==> config.mk <==
export PLATFORM = sky130hd
export DESIGN_NAME = sec60_upcounter_flat
export DESIGN_NICKNAME = d
export VERILOG_FILES = /design/src/rtl/sec60_upcounter_if.sv /design/src/rtl/sec60_upcounter.sv /design/src/flat_wrapper.sv
export SDC_FILE = /design/constraint.sdc
export NUM_CORES = 1
export LEC_CHECK = 0
export CORE_MARGIN = 2
export CORE_UTILIZATION = 25
export CTS_BUF_LIST = sky130_fd_sc_hd__clkbuf_16
export CTS_CLUSTER_DIAMETER = 60
export DETAILED_ROUTE_END_ITERATION = 8
export PLACE_DENSITY = 0.45
export SLEW_MARGIN = 20
export SYNTH_ARGS = -nofsm -noshare
export SYNTH_HDL_FRONTEND = slang
export SYNTH_SLANG_ARGS = --single-unit
export TNS_END_PERCENT = 50
==> constraint.sdc <==
create_clock -name clk -period 4.6 [get_ports clk]
set_clock_uncertainty 0.1 [all_clocks]
set_input_delay 0.69 -clock clk [delete_from_list [all_inputs] [get_ports clk]]
set_output_delay 0.69 -clock clk [all_outputs]
set_load 0.02 [all_outputs]
==> src/rtl/sec60_upcounter_if.sv <==
// ============================================================================
// sec60_upcounter_if : switch/tick inputs and BCD/status outputs | rev 1.0
// ============================================================================
`default_nettype none

interface sec60_upcounter_if;
  logic       i_sw1;
  logic       i_sw2;
  logic       i_tick;
  logic [3:0] o_lo;
  logic [2:0] o_hi;
  logic       o_carry;
  logic       o_run;
  logic [1:0] o_state;

  modport master (
    output i_sw1, i_sw2, i_tick,
    input  o_lo, o_hi, o_carry, o_run, o_state
  );

  modport slave (
    input  i_sw1, i_sw2, i_tick,
    output o_lo, o_hi, o_carry, o_run, o_state
  );
endinterface

`default_nettype wire

==> src/rtl/sec60_upcounter.sv <==
// ============================================================================
// sec60_upcounter : run/stop BCD up-counter 00..(MOD_HI-1)9 on TICK | rev 1.0
// ============================================================================
`default_nettype none

module sec60_upcounter #(
  parameter int MOD_HI = 6
) (
  input  wire logic         clk,
  input  wire logic         rst,
  sec60_upcounter_if.slave  bus
);

  localparam logic [2:0] c_hi_last = 3'(MOD_HI - 1);

  typedef enum logic [1:0] {
    S_IDLE = 2'b00,
    S_RUN  = 2'b01,
    S_STOP = 2'b10
  } state_t;

  state_t     r_state, w_state_nxt;
  logic       r_sw1_d;
  logic [3:0] r_lo, w_lo_nxt;
  logic [2:0] r_hi, w_hi_nxt;
  logic       r_carry, w_carry_nxt;
  logic       w_press;
  logic       w_count;

  assign w_press = bus.i_sw1 & ~r_sw1_d;
  assign w_count = (r_state == S_RUN) & bus.i_tick;

  always_comb begin
    w_state_nxt = r_state;
    w_lo_nxt    = r_lo;
    w_hi_nxt    = r_hi;
    w_carry_nxt = 1'b0;

    if (w_count) begin
      if (r_lo != 4'd9) begin
        w_lo_nxt = r_lo + 4'd1;
      end else begin
        w_lo_nxt = 4'd0;
        if (r_hi == c_hi_last) begin
          w_hi_nxt    = 3'd0;
          w_carry_nxt = 1'b1;
        end else begin
          w_hi_nxt = r_hi + 3'd1;
        end
      end
    end

    // Clear outranks a simultaneous press when paused.
    case (r_state)
      S_IDLE: if (w_press) w_state_nxt = S_RUN;
      S_RUN:  if (w_press) w_state_nxt = S_STOP;
      S_STOP: begin
        if (bus.i_sw2) begin
          w_state_nxt = S_IDLE;
          w_lo_nxt    = 4'd0;
          w_hi_nxt    = 3'd0;
        end else if (w_press) begin
          w_state_nxt = S_RUN;
        end
      end
      default: begin
        w_state_nxt = S_IDLE;
        w_lo_nxt    = 4'd0;
        w_hi_nxt    = 3'd0;
      end
    endcase
  end

  // SW1_D resets high so a switch held through reset does not count as a press.
  always_ff @(posedge clk or posedge rst) begin
    if (rst) begin
      r_state <= S_IDLE;
      r_sw1_d <= 1'b1;
      r_lo    <= 4'd0;
      r_hi    <= 3'd0;
      r_carry <= 1'b0;
    end else begin
      r_state <= w_state_nxt;
      r_sw1_d <= bus.i_sw1;
      r_lo    <= w_lo_nxt;
      r_hi    <= w_hi_nxt;
      r_carry <= w_carry_nxt;
    end
  end

  assign bus.o_lo    = r_lo;
  assign bus.o_hi    = r_hi;
  assign bus.o_carry = r_carry;
  assign bus.o_run   = (r_state == S_RUN);
  assign bus.o_state = r_state;

endmodule

`default_nettype wire

==> src/flat_wrapper.sv <==
// flat-port wrapper written by rule: the top's interface ports become plain ports
module sec60_upcounter_flat 
#(
  parameter int MOD_HI = 6
)
  (clk, rst, bus_i_sw1, bus_i_sw2, bus_i_tick, bus_o_lo, bus_o_hi, bus_o_carry, bus_o_run, bus_o_state);
  sec60_upcounter_if bus_i ();
  input  wire logic clk;
  input  wire logic rst;
  input wire logic [$bits(bus_i.i_sw1)-1:0] bus_i_sw1;
  input wire logic [$bits(bus_i.i_sw2)-1:0] bus_i_sw2;
  input wire logic [$bits(bus_i.i_tick)-1:0] bus_i_tick;
  output wire logic [$bits(bus_i.o_lo)-1:0] bus_o_lo;
  output wire logic [$bits(bus_i.o_hi)-1:0] bus_o_hi;
  output wire logic [$bits(bus_i.o_carry)-1:0] bus_o_carry;
  output wire logic [$bits(bus_i.o_run)-1:0] bus_o_run;
  output wire logic [$bits(bus_i.o_state)-1:0] bus_o_state;
  assign bus_i.i_sw1 = bus_i_sw1;
  assign bus_i.i_sw2 = bus_i_sw2;
  assign bus_i.i_tick = bus_i_tick;
  assign bus_o_lo = bus_i.o_lo;
  assign bus_o_hi = bus_i.o_hi;
  assign bus_o_carry = bus_i.o_carry;
  assign bus_o_run = bus_i.o_run;
  assign bus_o_state = bus_i.o_state;
  sec60_upcounter #(.MOD_HI(MOD_HI)) u_core (.clk(clk), .rst(rst), .bus(bus_i));
endmodule
Word level (Yosys, flattened, before mapping) --
Cells that the tools add are included. Widths: inputs -> output; s select.
Cells by class: mux-type cells 16, equality and inequality tests 5, shift-type cells 0, reduce and logical (&&, ||, !) cells 2, add/sub/neg operators 2, order comparisons 0, divide/modulo/power cells 0, bitwise operators 3, $mul 0
Operator list (number):
- $mux 3 | 4
- $mux 4 | 3
- $pmux 4 s2 | 1
- $mux 2 | 3
- $pmux 2 s3 | 1
- $pmux 3 s2 | 1
- $add 4x1->4 const B | 1
- $ne 4x4->1 const B | 1
- $add 3x1->3 const B | 1
- $eq 3x3->1 const B | 1
- $mux 1 | 3
- $and 1x1->1 | 2
- $eq 2x1->1 const B | 1
- $eq 2x2->1 const B | 1
- $logic_not 2->1 | 1
- $ne 2x1->1 const B | 1
- $reduce_or 2->1 | 1
- $not 1->1 | 1
Storage, ports and cells: output and inout bits 11, memories kept 0, register bits after elaboration 11, ROM bits 0, memory bits (writable) 0, latch bits 0, logic and storage cells 33, input port bits 5

Logic depth before layout (Yosys ltp) --
Gate-level depths: netlist of the first run.
depth in word-level cells 6, depth in mapped cells 5, gate-level depth less buffers 5

Worst setup path after synthesis of the first run --
Ideal clock, no wire load.
path kind register -> output, from register u_core.r_state[0] (netlist: u_core.bus.o_state[0]), to output port bus_o_run, stages on the path, launching flop included 2, data required time 3.810 ns, slack 2.857 ns, path buffers 0, data arrival time 0.953 ns, cell sequence dfrtp_1 > nor2b_1
Between the ends: cells in the longest elaborated chain, start to end 1
Ends and longest elaborated chain:
- start: declaration | line sec60_upcounter.sv:22 | state_t r_state, w_state_nxt;
- start signal: assignment | line sec60_upcounter.sv:83 | r_state <= w_state_nxt;
- $eq 2x1->1 | line sec60_upcounter.sv:94 | assign bus.o_run = (r_state == S_RUN);
- end: declaration | line flat_wrapper.sv:16 | output wire logic [$bits(bus_i.o_run)-1:0] bus_o_run;
Every way passes these cells.

Final worst setup path of the first run --
Ends and elaborated chain as after synthesis.

==> results of run 1 <==
-- layout by cell type, fill, tap and decap left out, drive strengths merged, types with 2 or more instances in the layout --
master	netlist	final
clkdlybuf4s50	0	15
dfrtp	10	10
o21ai	7	7
inv	4	5
a21oi	4	4
nor2	4	4
clkbuf	0	3
nor2b	2	2
or4b	2	2
or3	2	2
xnor2	2	2
ha	2	2
nand3b	2	2
-- layer usage --
metal	global-route usage (%)	wire (µm)	vias up
met5	0	0	-
li1	-	-	235
met4	1.35	0	0
met1	11.8	537	205
met3	4.39	61	0
met2	14.7	466	15
-- power by group through the flow --
| stage | registers (W) | clock network, W | logic [W] |
|---|---|---|---|
| 5_1_grt | 0.000178 | 0.000161 | 0.000220 |
| 6_report | 0.000171 | 0.000153 | 0.000202 |
| 3_5_place_dp | 0.000172 | 0 | 0.000203 |
| 2_1_floorplan | 0.000198 | 0 | 0.0000884 |
| 3_3_place_gp | 0.000171 | 0 | 0.000202 |
| 4_1_cts | 0.000171 | 0.000156 | 0.000203 |
-- synth_stat cells --
library cell,count,area (µm²)
dfrtp_1,10,250
o21ai_0,7,35.0
a21oi_1,4,20.0
inv_1,4,15.0
nor2_1,4,15.0
ha_1,2,25.0
nor2b_1,2,12.5
or3_1,2,12.5
or4b_1,2,20.0
xnor2_1,2,17.5
a211oi_1,1,7.51
a22o_1,1,8.76
a31oi_1,1,6.26
and3b_1,1,8.76
buf_6,1,11.3
dfstp_2,1,26.3
nand2_1,1,3.75
nand3_1,1,5.00
nand3b_1,1,7.51
nand3b_2,1,11.3
nand4b_1,1,8.76
nor3_1,1,5.00
nor4_1,1,6.26
o21a_1,1,7.51
or4_1,1,7.51
-- area by class of cell --
cell class,count,area [µm²],area share (%)
inverters,4,15.0,1.86
clock buffers,3,75.1,9.30
multi-input cells,38,251,31.2
repair buffers,15,150,18.6
well taps,28,35.0,4.34
clock inverters,1,3.75,0.465
flip-flops and latches,11,277,34.3
-- kinds of logic (layout without fill, tap and decap cells) --
| kind of cell | Yosys count | after routing | synth area share, % |
|---|---|---|---|
| buffers and inverters | 5 | 23 | 4.74 |
| AO/OA/AOI/OAI | 15 | 15 | 15.4 |
| XOR/XNOR | 2 | 2 | 3.16 |
| flip-flops | 11 | 11 | 49.9 |
| AND/OR/NAND/NOR | 19 | 19 | 22.3 |
| adder cells (fa/ha/maj) | 2 | 2 | 4.51 |
-- metrics by stage --
step,hold slack (ns),total power [W],utilization [%]
2_1_floorplan,0.442,0.000287,-
3_3_place_gp,0.394,0.000373,33.9
5_1_grt,0.421,0.000559,37.6
3_5_place_dp,0.387,0.000375,33.9
4_1_cts,0.396,0.000530,37.6
6_report,0.398,0.000525,37.6
-- state kept, by name (all words and copies together) (netlist names) --
signal,cells
u_core.bus.o_hi,3
u_core.bus.o_carry,1
u_core.r_sw1_d,1
u_core.bus.o_state,2
u_core.bus.o_lo,4
-- final timing paths --
kind / to / slack (ns) / cells past startpoint
setup / recovery: bus_o_run / 2.26 / 2
hold / removal: u_core.bus.o_carry / 0.40 / 1
setup reg to reg: u_core.bus.o_hi[2] / 2.93 / 5
hold reg to reg: u_core.bus.o_carry / 0.40 / 1
max in group asynchronous: u_core.r_sw1_d / 3.42 / 2
min in group asynchronous: u_core.bus.o_state[0] / 0.65 / 2
==> reports/qor.yml, run 1 <==
logic_synthesis:
  syn_avg_cell_area_um2: 10.3
  synth_area_um2: 554
  synth_cell_types: 25
  postSynthCellCount: 54
  seq_area_frac_synth_pct: 49.9
  ys_ff_latch: 11
  syn_nets: 61
  yosysWarnings: 0
timing:
  fmax_mhz: 427
  setup_viol: 0
  fin_crit_sh_pct: 50.9
  final_max_slew_viol_count: 0
  finalWorstSetupSlack_ns: 2.26
  min_period_ns: 2.34
  slew_headroom_pct: 72.0
  hold_violations: 0
  rsz0062_at_grt: "false"
  tightest_slew_ns: 0.420
  setup-tns-final_ns: 0
min_path:
  hold_path.class: "flop to flop"
  holdCritStartpoint: "u_core.bus.o_hi[1]"
final_layout:
  area_growth_pct: 45.6
  nNetsFinal: 80
  n_antenna_cell: 0
  drive_gt1_share_pct: 6.94
  nFillCells: 217
  stdcell_count: 100
  postLayoutCellArea_um2: 807
power:
  intPower_w: 0.000341
  p_comb_share_pct: 38.4
  pwr_density_cell_nw_per_um2: 651
  p_sw_share_pct: 35.0
  p_sw_w: 0.000184
  p_leak_nw: 0.326
  p_seq_share_pct: 32.5
  p_clk_share_pct: 29.1
  ir_worst_vdd_uv: 299
clocking:
  cts.clk_slew.worst_paths_ns: 0.04
  clockBufferDepth: 2
  cts_tree: "done"
  cts_sinks: 11
  h-tree-depth: 1
  cts_hold_buf: 0
  post_cts_resized: 0
  cts_made_buffers: 3
  clk_latency_ns: 0.23
  cts_root_buf: "clkbuf_16"
  post-cts-setup-buffers: 0
floorplan:
  die_h_um: 51.1
  die_w_um: 51.1
  core_area_um2: 2150
  placement_rows: 17
  ioPinCount: 16
  fp.dieArea_um2: 2610
  floorplan.initialDensity_pct: 25.8
critical_path:
  worstSetupPathType: "flop to output pin"
  cp-end-kind: "output pin"
  cp.arrival_ns: 1.55
  crit_required_ns: 3.81
  slowest_stage: "clkdlybuf4s50_1"
  crit_start: "u_core.bus.o_state[0]"
  path_max_fanout: 8
  max_stage_delay_ns: 0.63
  reg2reg_from: "u_core.bus.o_lo[1]"
  critPathBufInv: 1
  worstSetupStartpointType: "flop"
  crit_chain: "nor2b_1 > clkdlybuf4s50_1"
  cpLargestDelayFamily: "buffers and inverters"
detailed_routing:
  firstDrtPassIters: 2
  wire_per_inst_um: 10.7
  drt_wl_total_um: 1070
  via_per_inst: 4.55
  drt-initial-drc-count: 5
  antenna_left: 0
  vias: 455
  drcViolationCount: 0
run:
  max_cap_violations: 0
placed_design:
  dp_hpwl_um: 801
  dp_cells: 96
  gp_congestion: 0.698
  io_buffers: 15
  dpl_worst_slack_ns: 2.34
  dpl_cell_area_um2: 728
outcome:
  status: "complete, no violations"
grt:
  grt_start_max_net_pins: 13
  grt_pass1_wl_um: 1790
  grt_pass1_vias: 410
  overflow: 0
  antenna_found_initial: 0
  grt_usage_pct: 9.33
No activity file was read; power rests on OpenSTA's default activity.
==> run 2, diff against run 1 <==
- PLACE_DENSITY: 0.45 -> 0.46
- clock period: 4.6 -> 2.05 ns (I/O delays scaled with it)
==> run 2 against run 1 <==
Global-route usage rose by 1.8 points. Hold slack got worse by 0.13 ns. Sequential share of layout area rose by 0.10 points. Core utilization rose by 0.058 points. Largest cell class unchanged. Sequential cell count did not move. Final cell count did not move. Non-clock buffer count did not move. Register-to-register slack got worse by 2.6 ns. Largest power group unchanged. Critical path depth did not move. Power rose by 120%. First-iteration DRC count did not move.
==> reports/qor.yml, run 2 (synthesis results as in run 1) <==
clocking:
  clockBufferDepth: 2
  post-cts-setup-buffers: 0
  clk_latency_ns: 0.24
  h-tree-depth: 1
  cts_tree: "done"
  cts_hold_buf: 0
  cts_made_buffers: 3
  cts.clk_slew.worst_paths_ns: 0.04
  cts_sinks: 11
  cts_root_buf: "clkbuf_16"
critical_path:
  crit_required_ns: 1.64
  max_stage_delay_ns: 0.63
  crit_chain: "nor2b_1 > clkdlybuf4s50_1"
  slowest_stage: "clkdlybuf4s50_1"
  cpLargestDelayFamily: "buffers and inverters"
  reg2reg_from: "u_core.bus.o_lo[1]"
  r2r-end: "u_core.bus.o_hi[2]"
  worstSetupStartpointType: "flop"
  cp-end-kind: "output pin"
  critPathBufInv: 1
  cp.arrival_ns: 1.48
  rr_worst_depth: 5
  worstSetupPathType: "flop to output pin"
  path_max_fanout: 8
  r2r_slack_ns: 0.38
timing:
  fin_crit_sh_pct: 92.2
  final_max_slew_viol_count: 0
  setup_viol: 0
  setup-tns-final_ns: 0
  tightest_slew_ns: 0.426
  min_period_ns: 1.89
  slew_headroom_pct: 71.5
  rsz0062_at_grt: "false"
  fmax_mhz: 529
  hold_violations: 0
detailed_routing:
  firstDrtPassIters: 4
  drt_wl_total_um: 1110
  wire_per_inst_um: 11.1
  antenna_left: 0
  vias: 453
  via_per_inst: 4.53
  drcViolationCount: 0
  drt-initial-drc-count: 5
grt:
  antenna_found_initial: 0
  grt_usage_pct: 11.1
  grt_pass1_wl_um: 2030
  grt_pass1_vias: 475
  grt_start_max_net_pins: 13
  overflow: 0
floorplan:
  die_w_um: 51.1
  ioPinCount: 16
  placement_rows: 17
  core_area_um2: 2150
  floorplan.initialDensity_pct: 25.8
  die_h_um: 51.1
  fp.dieArea_um2: 2610
power:
  intPower_w: 0.000767
  ir_worst_vdd_uv: 515
  p_sw_w: 0.000412
  pwr_density_cell_nw_per_um2: 1460
  p_clk_share_pct: 29.6
  p_leak_nw: 0.325
  p_seq_share_pct: 32.5
  p_sw_share_pct: 35.0
  p_comb_share_pct: 37.8
run:
  max_cap_violations: 0
placed_design:
  io_buffers: 15
  dp_hpwl_um: 821
  dpl_cell_area_um2: 728
  gp_congestion: 0.722
final_layout:
  nNetsFinal: 80
  postLayoutCellArea_um2: 808
  largest_reg_flops: 4
  n_antenna_cell: 0
  final_common_cell: "clkdlybuf4s50_1"
  layout_common_cells: "15 x clkdlybuf4s50_1, 9 x dfrtp_1, 7 x o21ai_0, 5 x inv_1"
  drive_gt1_share_pct: 8.33
  area_growth_pct: 45.8
min_path:
  hold_path.class: "primary input to asynchronous set/reset pin"
outcome:
  status: "complete, no violations"
## run 2: power groups by stage
stage	combinational, W	sequential, W	clock, W
3_3_place_gp	0.000450	0.000381	0
6_report	0.000446	0.000384	0.000349
2_1_floorplan	0.000198	0.000445	0
3_5_place_dp	0.000451	0.000387	0
4_1_cts	0.000452	0.000385	0.000360
5_1_grt	0.000499	0.000405	0.000371
## run 2: per-layer routing
| metal | track usage [%] | share of wire, % | vias to the layer above |
|---|---|---|---|
| met2 | 16.2 | 44 | 13 |
| met5 | 0 | 0 | - |
| met3 | 2.63 | 4.3 | 4 |
| li1 | - | - | 233 |
| met4 | 9.46 | 2.8 | 0 |
| met1 | 13.6 | 49 | 203 |
## run 2: timing repair
item	CTS	global route
gates resized for setup	0	1
hold endpoints to repair	0	0
endpoints found under the setup margin	0	1
## run 2: how the worst max path moves through the flow
stage | from | endpoint | slack, ns | cells after the start
after floorplan | u_core.bus.o_lo[0] | u_core.bus.o_hi[2] | 0.40 | 4
after global placement | bus_i_tick | u_core.bus.o_lo[3] | 0.20 | 4
after detailed placement | bus_i_tick | u_core.bus.o_lo[3] | 0.16 | 4
after CTS | u_core.bus.o_state[0] | bus_o_run | 0.08 | 2
after global routing | u_core.bus.o_state[0] | bus_o_run | 0.07 | 2
final | u_core.bus.o_state[0] | bus_o_run | 0.16 | 2
## run 2: through the flow
| step | total power, W | utilization [%] | hold slack [ns] | worst slack, ns | instances |
|---|---|---|---|---|---|
| after floorplan | 0.000643 | - | 0.0592 | 0.404 | 54 |
| after global placement | 0.000832 | 33.9 | 0.389 | 0.198 | 96 |
| after detailed placement | 0.000838 | 33.9 | 0.395 | 0.162 | 96 |
| after CTS | 0.00120 | 37.6 | 0.287 | 0.0791 | 100 |
| after global routing | 0.00128 | 37.6 | 0.319 | 0.0670 | 100 |
| final | 0.00118 | 37.6 | 0.265 | 0.160 | 100 |
## run 2: area by class of cell
| type | instances | area, µm² |
|---|---|---|
| inverters | 4 | 15.0 |
| repair buffers | 15 | 150 |
| clock buffers | 3 | 75.1 |
| clock inverters | 1 | 3.75 |
| fillers | 224 | 1340 |
| multi-input cells | 38 | 251 |
| well taps | 28 | 35.0 |
| flip-flops and latches | 11 | 278 |
